[src/rtl/speed_pkg.sv]
// Shared types and helpers for the speed-level controller: state encoding, level width,
// and button priority selection.
package speed_pkg;

  typedef logic [2:0] state_t;

  localparam state_t ST_IDLE      = 3'd0;
  localparam state_t ST_RAMP_UP   = 3'd1;
  localparam state_t ST_RAMP_DOWN = 3'd2;
  localparam state_t ST_HOLD      = 3'd3;
  localparam state_t ST_HALT      = 3'd4;

  localparam int unsigned MAX_LEVELS = 16;

  typedef struct packed {
    logic       valid;
    logic [3:0] idx;
  } sel_t;

  function automatic int unsigned lvl_w(int unsigned n);
    return (n > 1) ? $clog2(n) : 1;
  endfunction

  // Lowest index in 1..MAX_LEVELS-1 wins; bit 0 only selects level 0 when nothing else is set.
  function automatic sel_t prio_sel(logic [MAX_LEVELS-1:0] pressed);
    sel_t s;
    s.valid = |pressed;
    s.idx   = '0;
    for (int i = MAX_LEVELS - 1; i >= 1; i--) begin
      if (pressed[i]) s.idx = 4'(i);
    end
    return s;
  endfunction

endpackage

[src/rtl/speed_ramp_fsm_btn_edge.sv]
// Registered rising-edge detector for a bank of synchronous, debounced buttons.
module btn_edge #(
  parameter int unsigned WIDTH = 1
) (
  input  logic             i_clk,
  input  logic             i_reset_n,
  input  logic [WIDTH-1:0] i_btn,
  output logic [WIDTH-1:0] o_pressed
);

  logic [WIDTH-1:0] btn_q;
  logic             armed_q;

  always_ff @(posedge i_clk or negedge i_reset_n) begin
    if (!i_reset_n) begin
      btn_q   <= '0;
      armed_q <= 1'b0;
    end else begin
      btn_q   <= i_btn;
      armed_q <= 1'b1;
    end
  end

  // Buttons already held when reset releases are absorbed by the first edge, not reported.
  assign o_pressed = i_btn & ~btn_q & {WIDTH{armed_q}};

endmodule

[src/rtl/speed_ramp_fsm.sv]
// Speed-level controller: buttons pick a target level and the applied level ramps toward it
// one step per RAMP_TICKS ticks; halt forces level 0 and locks out the buttons.
module speed_ramp_fsm
  import speed_pkg::*;
#(
  parameter int unsigned NUM_LEVELS = 5,
  parameter int unsigned RAMP_TICKS = 4,
  parameter int unsigned LVL_W      = lvl_w(NUM_LEVELS)
) (
  input  logic                  i_clk,
  input  logic                  i_reset_n,
  input  logic [NUM_LEVELS-1:0] i_btn,
  input  logic                  i_tick,
  input  logic                  i_halt,
  output logic [LVL_W-1:0]      o_level,
  output logic [LVL_W-1:0]      o_target,
  output logic                  o_ramping,
  output logic                  o_halted
);

  localparam int unsigned CNT_W = (RAMP_TICKS > 1) ? $clog2(RAMP_TICKS) : 1;
  localparam logic [CNT_W-1:0] CNT_LAST = CNT_W'(RAMP_TICKS - 1);

  state_t           state_q, state_d;
  logic [LVL_W-1:0] level_q, level_d;
  logic [LVL_W-1:0] target_q, target_d;
  logic [CNT_W-1:0] cnt_q, cnt_d;

  logic [NUM_LEVELS-1:0] pressed;
  logic [MAX_LEVELS-1:0] pressed_ext;
  sel_t                  sel;
  logic [LVL_W-1:0]      sel_lvl;
  logic                  ramping;

  btn_edge #(
    .WIDTH(NUM_LEVELS)
  ) u_btn_edge (
    .i_clk    (i_clk),
    .i_reset_n(i_reset_n),
    .i_btn    (i_btn),
    .o_pressed(pressed)
  );

  function automatic state_t dir_state(logic [LVL_W-1:0] lvl, logic [LVL_W-1:0] tgt);
    if (lvl < tgt) return ST_RAMP_UP;
    if (lvl > tgt) return ST_RAMP_DOWN;
    return (tgt == '0) ? ST_IDLE : ST_HOLD;
  endfunction

  always_comb begin
    pressed_ext                 = '0;
    pressed_ext[NUM_LEVELS-1:0] = pressed;
    sel                         = prio_sel(pressed_ext);
    sel_lvl                     = LVL_W'(sel.idx);
  end

  assign ramping = (state_q == ST_RAMP_UP) || (state_q == ST_RAMP_DOWN);

  always_comb begin
    state_d  = state_q;
    level_d  = level_q;
    target_d = target_q;
    cnt_d    = cnt_q;
    if (i_halt) begin
      state_d  = ST_HALT;
      level_d  = '0;
      target_d = '0;
      cnt_d    = '0;
    end else if (state_q > ST_HALT) begin
      state_d  = ST_IDLE;
      level_d  = '0;
      target_d = '0;
      cnt_d    = '0;
    end else begin
      if (state_q == ST_HALT) state_d = ST_IDLE;
      // A retarget pre-empts any step that would complete this cycle.
      if (sel.valid) begin
        target_d = sel_lvl;
        cnt_d    = '0;
        state_d  = dir_state(level_q, sel_lvl);
      end else if (ramping && i_tick) begin
        if (cnt_q == CNT_LAST) begin
          cnt_d   = '0;
          level_d = (state_q == ST_RAMP_UP) ? level_q + LVL_W'(1) : level_q - LVL_W'(1);
          state_d = dir_state(level_d, target_q);
        end else begin
          cnt_d = cnt_q + CNT_W'(1);
        end
      end
    end
  end

  always_ff @(posedge i_clk or negedge i_reset_n) begin
    if (!i_reset_n) begin
      state_q  <= ST_IDLE;
      level_q  <= '0;
      target_q <= '0;
      cnt_q    <= '0;
    end else begin
      state_q  <= state_d;
      level_q  <= level_d;
      target_q <= target_d;
      cnt_q    <= cnt_d;
    end
  end

  assign o_level   = level_q;
  assign o_target  = target_q;
  assign o_ramping = ramping;
  assign o_halted  = (state_q == ST_HALT);

endmodule

[config.mk]
export PLATFORM = sky130hd
export DESIGN_NAME = speed_ramp_fsm
export DESIGN_NICKNAME = d
export VERILOG_FILES = /design/src/rtl/speed_pkg.sv /design/src/rtl/speed_ramp_fsm_btn_edge.sv /design/src/rtl/speed_ramp_fsm.sv
export SDC_FILE = /design/constraint.sdc
export NUM_CORES = 1
export LEC_CHECK = 0
export ABC_AREA = 1
export BUFFER_PORTS_ARGS = -buffer_cell sky130_fd_sc_hd__buf_2
export CORE_ASPECT_RATIO = 0.7
export CORE_MARGIN = 1
export CORE_UTILIZATION = 55
export CTS_CLUSTER_SIZE = 12
export DETAILED_ROUTE_END_ITERATION = 7
export GPL_TIMING_DRIVEN = 1
export MAX_ROUTING_LAYER = met4
export PLACE_DENSITY = 0.82
export SLEW_MARGIN = 20
export SYNTH_ARGS = -nofsm -noshare
export SYNTH_HDL_FRONTEND = slang
export SYNTH_SLANG_ARGS = --single-unit
[constraint.sdc]
create_clock -name i_clk -period 2.25 [get_ports i_clk]
set_input_delay 0.675 -clock i_clk [delete_from_list [all_inputs] [get_ports i_clk]]
set_output_delay 0.675 -clock i_clk [all_outputs]
set_load 0.01 [all_outputs]
Word-level counts from Yosys, hierarchy flattened
Index checks and enable logic that the tools add are counted.
{"block": "word_totals", "wordCells": 88, "in_bits": 9, "register_bits": 17}
{"block": "op_classes", "order_cmp": 5, "bitwise_logic": 3, "add_sub_neg": 3, "n_mux": 56, "eq_ne": 5, "n_reduce_logical": 10}
{"cell": "3-bit 2-to-1 mux", "n": 27}
{"cell": "1-bit 2-to-1 mux", "n": 22}
{"cell": "2-bit 2-to-1 mux", "n": 7}
{"cell": "5-bit bitwise AND", "n": 2}
{"cell": "3-bit nonzero test", "n": 3}
{"cell": "3-bit greater-than comparator", "n": 2}
{"cell": "3-bit logical NOT", "n": 2}
{"cell": "3-bit less-than comparator", "n": 2}
{"cell": "5-bit NOT", "n": 1}
{"cell": "5-bit OR reduction", "n": 1}
{"cell": "4-bit nonzero test", "n": 1}
{"cell": "3-bit by 1-bit adder with 3-bit output (second input constant)", "n": 1}
{"cell": "3-bit by 1-bit equality test with 1-bit output (second input constant)", "n": 1}
{"cell": "3-bit by 2-bit equality test with 1-bit output (second input constant)", "n": 1}
{"cell": "3-bit equality test (second input constant)", "n": 1}
{"cell": "3-bit greater-than comparator (second input constant)", "n": 1}
{"cell": "3-bit by 2-bit inequality test with 1-bit output (second input constant)", "n": 1}
{"cell": "3-bit AND reduction", "n": 1}
{"cell": "3-bit by 1-bit subtractor with 3-bit output (second input constant)", "n": 1}
{"cell": "2-bit by 1-bit adder with 2-bit output (second input constant)", "n": 1}
{"cell": "2-bit equality test (second input constant)", "n": 1}
{"cell": "1-bit logical AND", "n": 1}
{"cell": "1-bit logical OR", "n": 1}

Depth between registers and ports, before layout
{"block": "depth", "word_depth": 22, "depth_mapped": 17}

Modules after synthesis
From an unflattened synthesis, not the netlist that was laid out.
{"block": "unflattened", "hier_cells": 139, "hier_area_um2": 1118.6}
{"module": "speed_ramp_fsm", "cells_each": 122, "area_per_inst_um2": 927.1, "n_inst": 1}
{"module": "btn_edge", "cells_each": 17, "area_per_inst_um2": 191.4, "n_inst": 1}

Worst setup path after synthesis
OpenSTA, ideal clock, no wires.
{"block": "synth_path", "path_kind": "reg-to-reg", "start": "register level_q[0] (netlist: o_level[0])", "end": "register state_q[1]", "setup_time_ns": 0.113, "path_slack_ns": 0.100, "arrival_time_ns": 2.038, "period_less_slack_ns": 2.150, "path_stages_with_launch": 17, "t_required_ns": 2.137, "n_path_buf": 0, "cell_sequence": "dfrtp_1 > inv_1 > fa_1 > xnor2_1 > inv_1 > nand2_1 > nand2_1 > ha_1 > nand2_1 > inv_1 > nand2_1 > nor2_1 > nor2_1 > nand2_1 > nand3_1 > nand2_1 > inv_1"}
{"block": "synth_between", "elab_chain_len": 17}
{"element": "start, declared", "line": "speed_ramp_fsm.sv:25", "source": "logic [LVL_W-1:0] level_q, level_d;"}
{"element": "start signal, assigned", "line": "speed_ramp_fsm.sv:101", "source": "level_q <= level_d;"}
{"element": "3-bit by 1-bit subtractor with 3-bit output or 3-bit by 1-bit adder with 3-bit output (tied branches)", "line": "speed_ramp_fsm.sv:84", "source": "level_d = (state_q == ST_RAMP_UP) ? level_q + LVL_W'(1) : level_q - LVL_W'(1);"}
{"element": "3-bit 2-to-1 mux", "line": "speed_ramp_fsm.sv:84"}
{"element": "3-bit greater-than comparator", "line": "speed_ramp_fsm.sv:46", "source": "if (lvl > tgt) return ST_RAMP_DOWN;"}
{"element": "1-bit 2-to-1 mux (2 in a row)", "line": "speed_ramp_fsm.sv:46"}
{"element": "1-bit 2-to-1 mux", "line": "speed_ramp_fsm.sv:82", "source": "if (cnt_q == CNT_LAST) begin"}
{"element": "1-bit 2-to-1 mux", "line": "speed_ramp_fsm.sv:81", "source": "end else if (ramping && i_tick) begin"}
{"element": "1-bit 2-to-1 mux", "line": "speed_ramp_fsm.sv:77", "source": "if (sel.valid) begin"}
{"element": "1-bit 2-to-1 mux", "line": "speed_ramp_fsm.sv:69", "source": "end else if (state_q > ST_HALT) begin"}
{"element": "1-bit 2-to-1 mux", "line": "speed_ramp_fsm.sv:64", "source": "if (i_halt) begin"}
{"element": "3-bit 2-to-1 mux", "line": "speed_ramp_fsm.sv:47", "source": "return (tgt == '0) ? ST_IDLE : ST_HOLD;"}
{"element": "3-bit 2-to-1 mux", "line": "speed_ramp_fsm.sv:46"}
{"element": "3-bit 2-to-1 mux", "line": "speed_ramp_fsm.sv:82"}
{"element": "3-bit 2-to-1 mux", "line": "speed_ramp_fsm.sv:81"}
{"element": "3-bit 2-to-1 mux *", "line": "speed_ramp_fsm.sv:77"}
{"element": "3-bit 2-to-1 mux *", "line": "speed_ramp_fsm.sv:69"}
{"element": "3-bit 2-to-1 mux *", "line": "speed_ramp_fsm.sv:64"}
{"element": "net state_d[1]", "line": "speed_ramp_fsm.sv:24", "source": "state_t state_q, state_d;"}
{"element": "end signal, assigned", "line": "speed_ramp_fsm.sv:100", "source": "state_q <= state_d;"}
{"element": "end, declared", "line": "speed_ramp_fsm.sv:24"}
Mark *: on every way through the listed nets, which the timed path passes. The rest lies on a longest branch. The select of a mux whose other input is x is not followed.
A chain may end at the register's enable or synchronous reset.

Worst setup path in the final report
{"block": "layout_path", "start": "register state_q[0]", "end": "register state_q[0]"}
{"block": "layout_between", "elab_chain_len": 17}
{"element": "3-bit by 1-bit equality test with 1-bit output", "line": "speed_ramp_fsm.sv:57, speed_ramp_fsm.sv:84"}
{"element": "3-bit 2-to-1 mux", "line": "speed_ramp_fsm.sv:84"}
{"element": "3-bit greater-than comparator", "line": "speed_ramp_fsm.sv:46"}
{"element": "1-bit 2-to-1 mux (2 in a row)", "line": "speed_ramp_fsm.sv:46"}
{"element": "1-bit 2-to-1 mux", "line": "speed_ramp_fsm.sv:82"}
{"element": "1-bit 2-to-1 mux", "line": "speed_ramp_fsm.sv:81"}
{"element": "1-bit 2-to-1 mux", "line": "speed_ramp_fsm.sv:77"}
{"element": "1-bit 2-to-1 mux", "line": "speed_ramp_fsm.sv:69"}
{"element": "1-bit 2-to-1 mux", "line": "speed_ramp_fsm.sv:64"}
{"element": "3-bit 2-to-1 mux", "line": "speed_ramp_fsm.sv:47"}
{"element": "3-bit 2-to-1 mux", "line": "speed_ramp_fsm.sv:46"}
{"element": "3-bit 2-to-1 mux", "line": "speed_ramp_fsm.sv:82"}
{"element": "3-bit 2-to-1 mux", "line": "speed_ramp_fsm.sv:81"}
{"element": "3-bit 2-to-1 mux", "line": "speed_ramp_fsm.sv:77"}
{"element": "3-bit 2-to-1 mux *", "line": "speed_ramp_fsm.sv:69"}
{"element": "3-bit 2-to-1 mux *", "line": "speed_ramp_fsm.sv:64"}
{"element": "net state_d[0]", "line": "speed_ramp_fsm.sv:24"}
Marked as above.

==> flow_summary.toml <==
[sta]
setup_viol = 0
skew_ps = 7.104
rsz0062_at_grt = "yes"
hold_viol = 0
period_minus_slack_ps = 2188
setup_tns_ps = 0
fmax_mhz = 457.0
finalCritPeriodShare_pct = 97.25
slew_violations = 0

[floorplanning]
fp.dieH_um = 39.99
dieArea_mm2 = 0.002250
initial_core_util_pct = 59.57
num_io_pins = 17
die_w_um = 56.26
coreArea_mm2 = 0.001903
rows = 13

[run]
maxCapViolations = 0

[detailed_routing]
first_pass_iters = 4
avgViaCountPerCell = 5.224
initialDrtViolationCount = 41
routed_wl_um = 2520
antenna_left = 0
via_count = 1024
drc = 0
wl_per_cell_um = 12.86

[logic_synthesis]
avgSynthCellArea_um2 = 7.557
yosysWarnings = 0
synth_top_area_cell = "dfrtp_1"
synth-seq-area-share_pct = 37.53
netlist.area_leader.share_pct = 37.53
syn_inst = 150
yosys-top-cells-area = "dfrtp_1, nand2_1, ha_1"
ys_seq_elements = 17
synth_area_mm2 = 0.001134
syn_nets = 167
synth.distinct_cells = 26

[placement]
dpl.hpwl_um = 1998
gp_congestion = 0.8178
numPortBuffers = 16

[global_route]
grt.total_usage_pct = 27.57
grt.overflow.total = 0
first_global_vias = 1002
grt_pass1_wl_um = 4271
antenna_found_initial = 0
grt_start_max_net_pins = 18

[power]
leakagePower_uw = 0.0007082
power_density_mw_per_mm2 = 1033
peakVddDrop_uv = 662.5

[cts]
clk_path_buf_depth = 2
cts_tree = "yes"
cts-root-buf = "clkbuf_4"
numCtsBuffers = 3
clk_pin_slew_ps = 110
clk_latency_ps = 310
cts_max_level = 1
clkSinkCount = 17

[worst_setup_path]
cp_max_fo = 4
reg2reg_from = "state_q[0]$_DFF_PN0_"
worstSetupEndpointType = "flop"
cp_data_required_time_ps = 2460
arrival_ps = 2390
critPathKind = "flop to flop"
startpoint = "state_q[0]$_DFF_PN0_"
startpoint_type = "flop"

[cells_and_area]
antenna_cells = 0
seqCellArea_um2 = 426.7
fin_util_pct = 70.28
nets = 192
drive_gt1_share_pct = 29.31
nFillCells = 155
final_cell_mix = "nand2_1, inv_1, dfrtp_1, buf_2, nor2_1"
syn_to_final_growth_pct = 17.99
multi_input_area_um2 = 644.4
final_common_cell = "nand2_1"

[status]
outcome = "complete, no violations"

[worst_hold_path]
hp-class = "input port to asynchronous set/reset pin"
==> state kept, by name (all words and copies together), names as in the netlist <==
name                cells
cnt_q                   2
o_level                 3
o_target                3
state_q                 3
u_btn_edge.armed_q      1
u_btn_edge.btn_q        5
==> worst paths after layout <==
check / end / slack [ps] / cells past startpoint
worst max-delay path: state_q[0]$_DFF_PN0_ / 60 / 17
worst min-delay path: o_level[1]$_DFFE_PN0P_ / 270 / 1
worst max register to register: state_q[0]$_DFF_PN0_ / 60 / 17
worst min register to register: cnt_q[1]$_DFFE_PN0P_ / 560 / 2
max in group asynchronous: state_q[2]$_DFF_PN0_ / 1680 / 1
min in group i_clk: u_btn_edge.btn_q[3]$_DFF_PN0_ / 480 / 1
==> cell families (layout without fill, tap and decap cells) <==
group           Yosys count  in the layout  synth area share [%]
buf+inv                  26             50                 8.609
simple gates             87             87                 38.30
fa+ha+maj                 8              8                 9.492
other cells               1              1                0.3308
xor+xnor                  1              1                0.7728
compound gates           10             10                 4.967
flops                    17             17                 37.53
==> report_power, final <==
part / internal [uW] / switching, uW / leakage [uW] / total [uW]
sequential: 349 / 43.5 / 0.000214 / 393
clock: 66.6 / 109 / 0.0000177 / 175
combinational: 329 / 484 / 0.000476 / 813
total: 745 / 636 / 0.000708 / 1380
==> final cells by class <==
class	instances	area share (%)
well taps	22	2.058
flip-flops and latches	17	31.90
clock buffers	3	1.684
multi-input cells	107	48.18
inverters	25	7.016
repair buffers	21	8.793
clock inverters	1	0.3742
==> metrics by stage <==
step	area, um2	hold WS [ps]	power, uW	cells	setup slack [ps]
floorplan	1134	379.4	895.0	150	99.51
global placement	1267	528.6	1050	191	80.25
detailed placement	1267	544.8	1105	191	-53.23
CTS	1313	277.8	1308	195	7.327
global route	1338	297.9	1490	196	-78.99
finish	1338	267.0	1381	196	61.88
==> synth_stat cells (all sizes together) <==
library cell and number:
ha 7, xnor2 1, and3 1, o21ai 6, nor3 3, nand2 48
o31ai 1, dfrtp 17, inv 25, conb 1, nor2 23, fa 1
a21oi 3, nand3 10, nand4 2, clkbuf 1
==> worst max-delay path: stages, from the launching register on <==
cell	delay (ps)
dfrtp_1	400
inv_2	90
nor3_4	60
fa_2	380
xnor2_2	160
inv_1	60
nand2_1	70
nand2_2	70
ha_4	280
nand2_2	40
inv_2	60
nand2_1	50
nand3_1	60
nand2_1	70
nand2_1	70
nand3_1	60
nand2_1	60
nor2_1	40
==> routing by layer <==
| layer | GRT usage, % | part of all wire, % | vias to the layer above |
|---|---|---|---|
| li1 | - | - | 512 |
| met5 | - | 0 | - |
| met1 | 29.88 | 43 | 457 |
| met2 | 49.40 | 49 | 46 |
| met4 | 14.02 | 2.1 | 0 |
| met3 | 7.419 | 5.9 | 9 |
==> timing repair <==
item,in CTS,in global routing
hold endpoints to repair,0,0
pin swaps,0,2
endpoints found under the setup margin,2,2
resized for setup,4,4
hold buffers,0,0
setup buffers,0,1
Note: power is estimated with default switching activity, not from simulation.
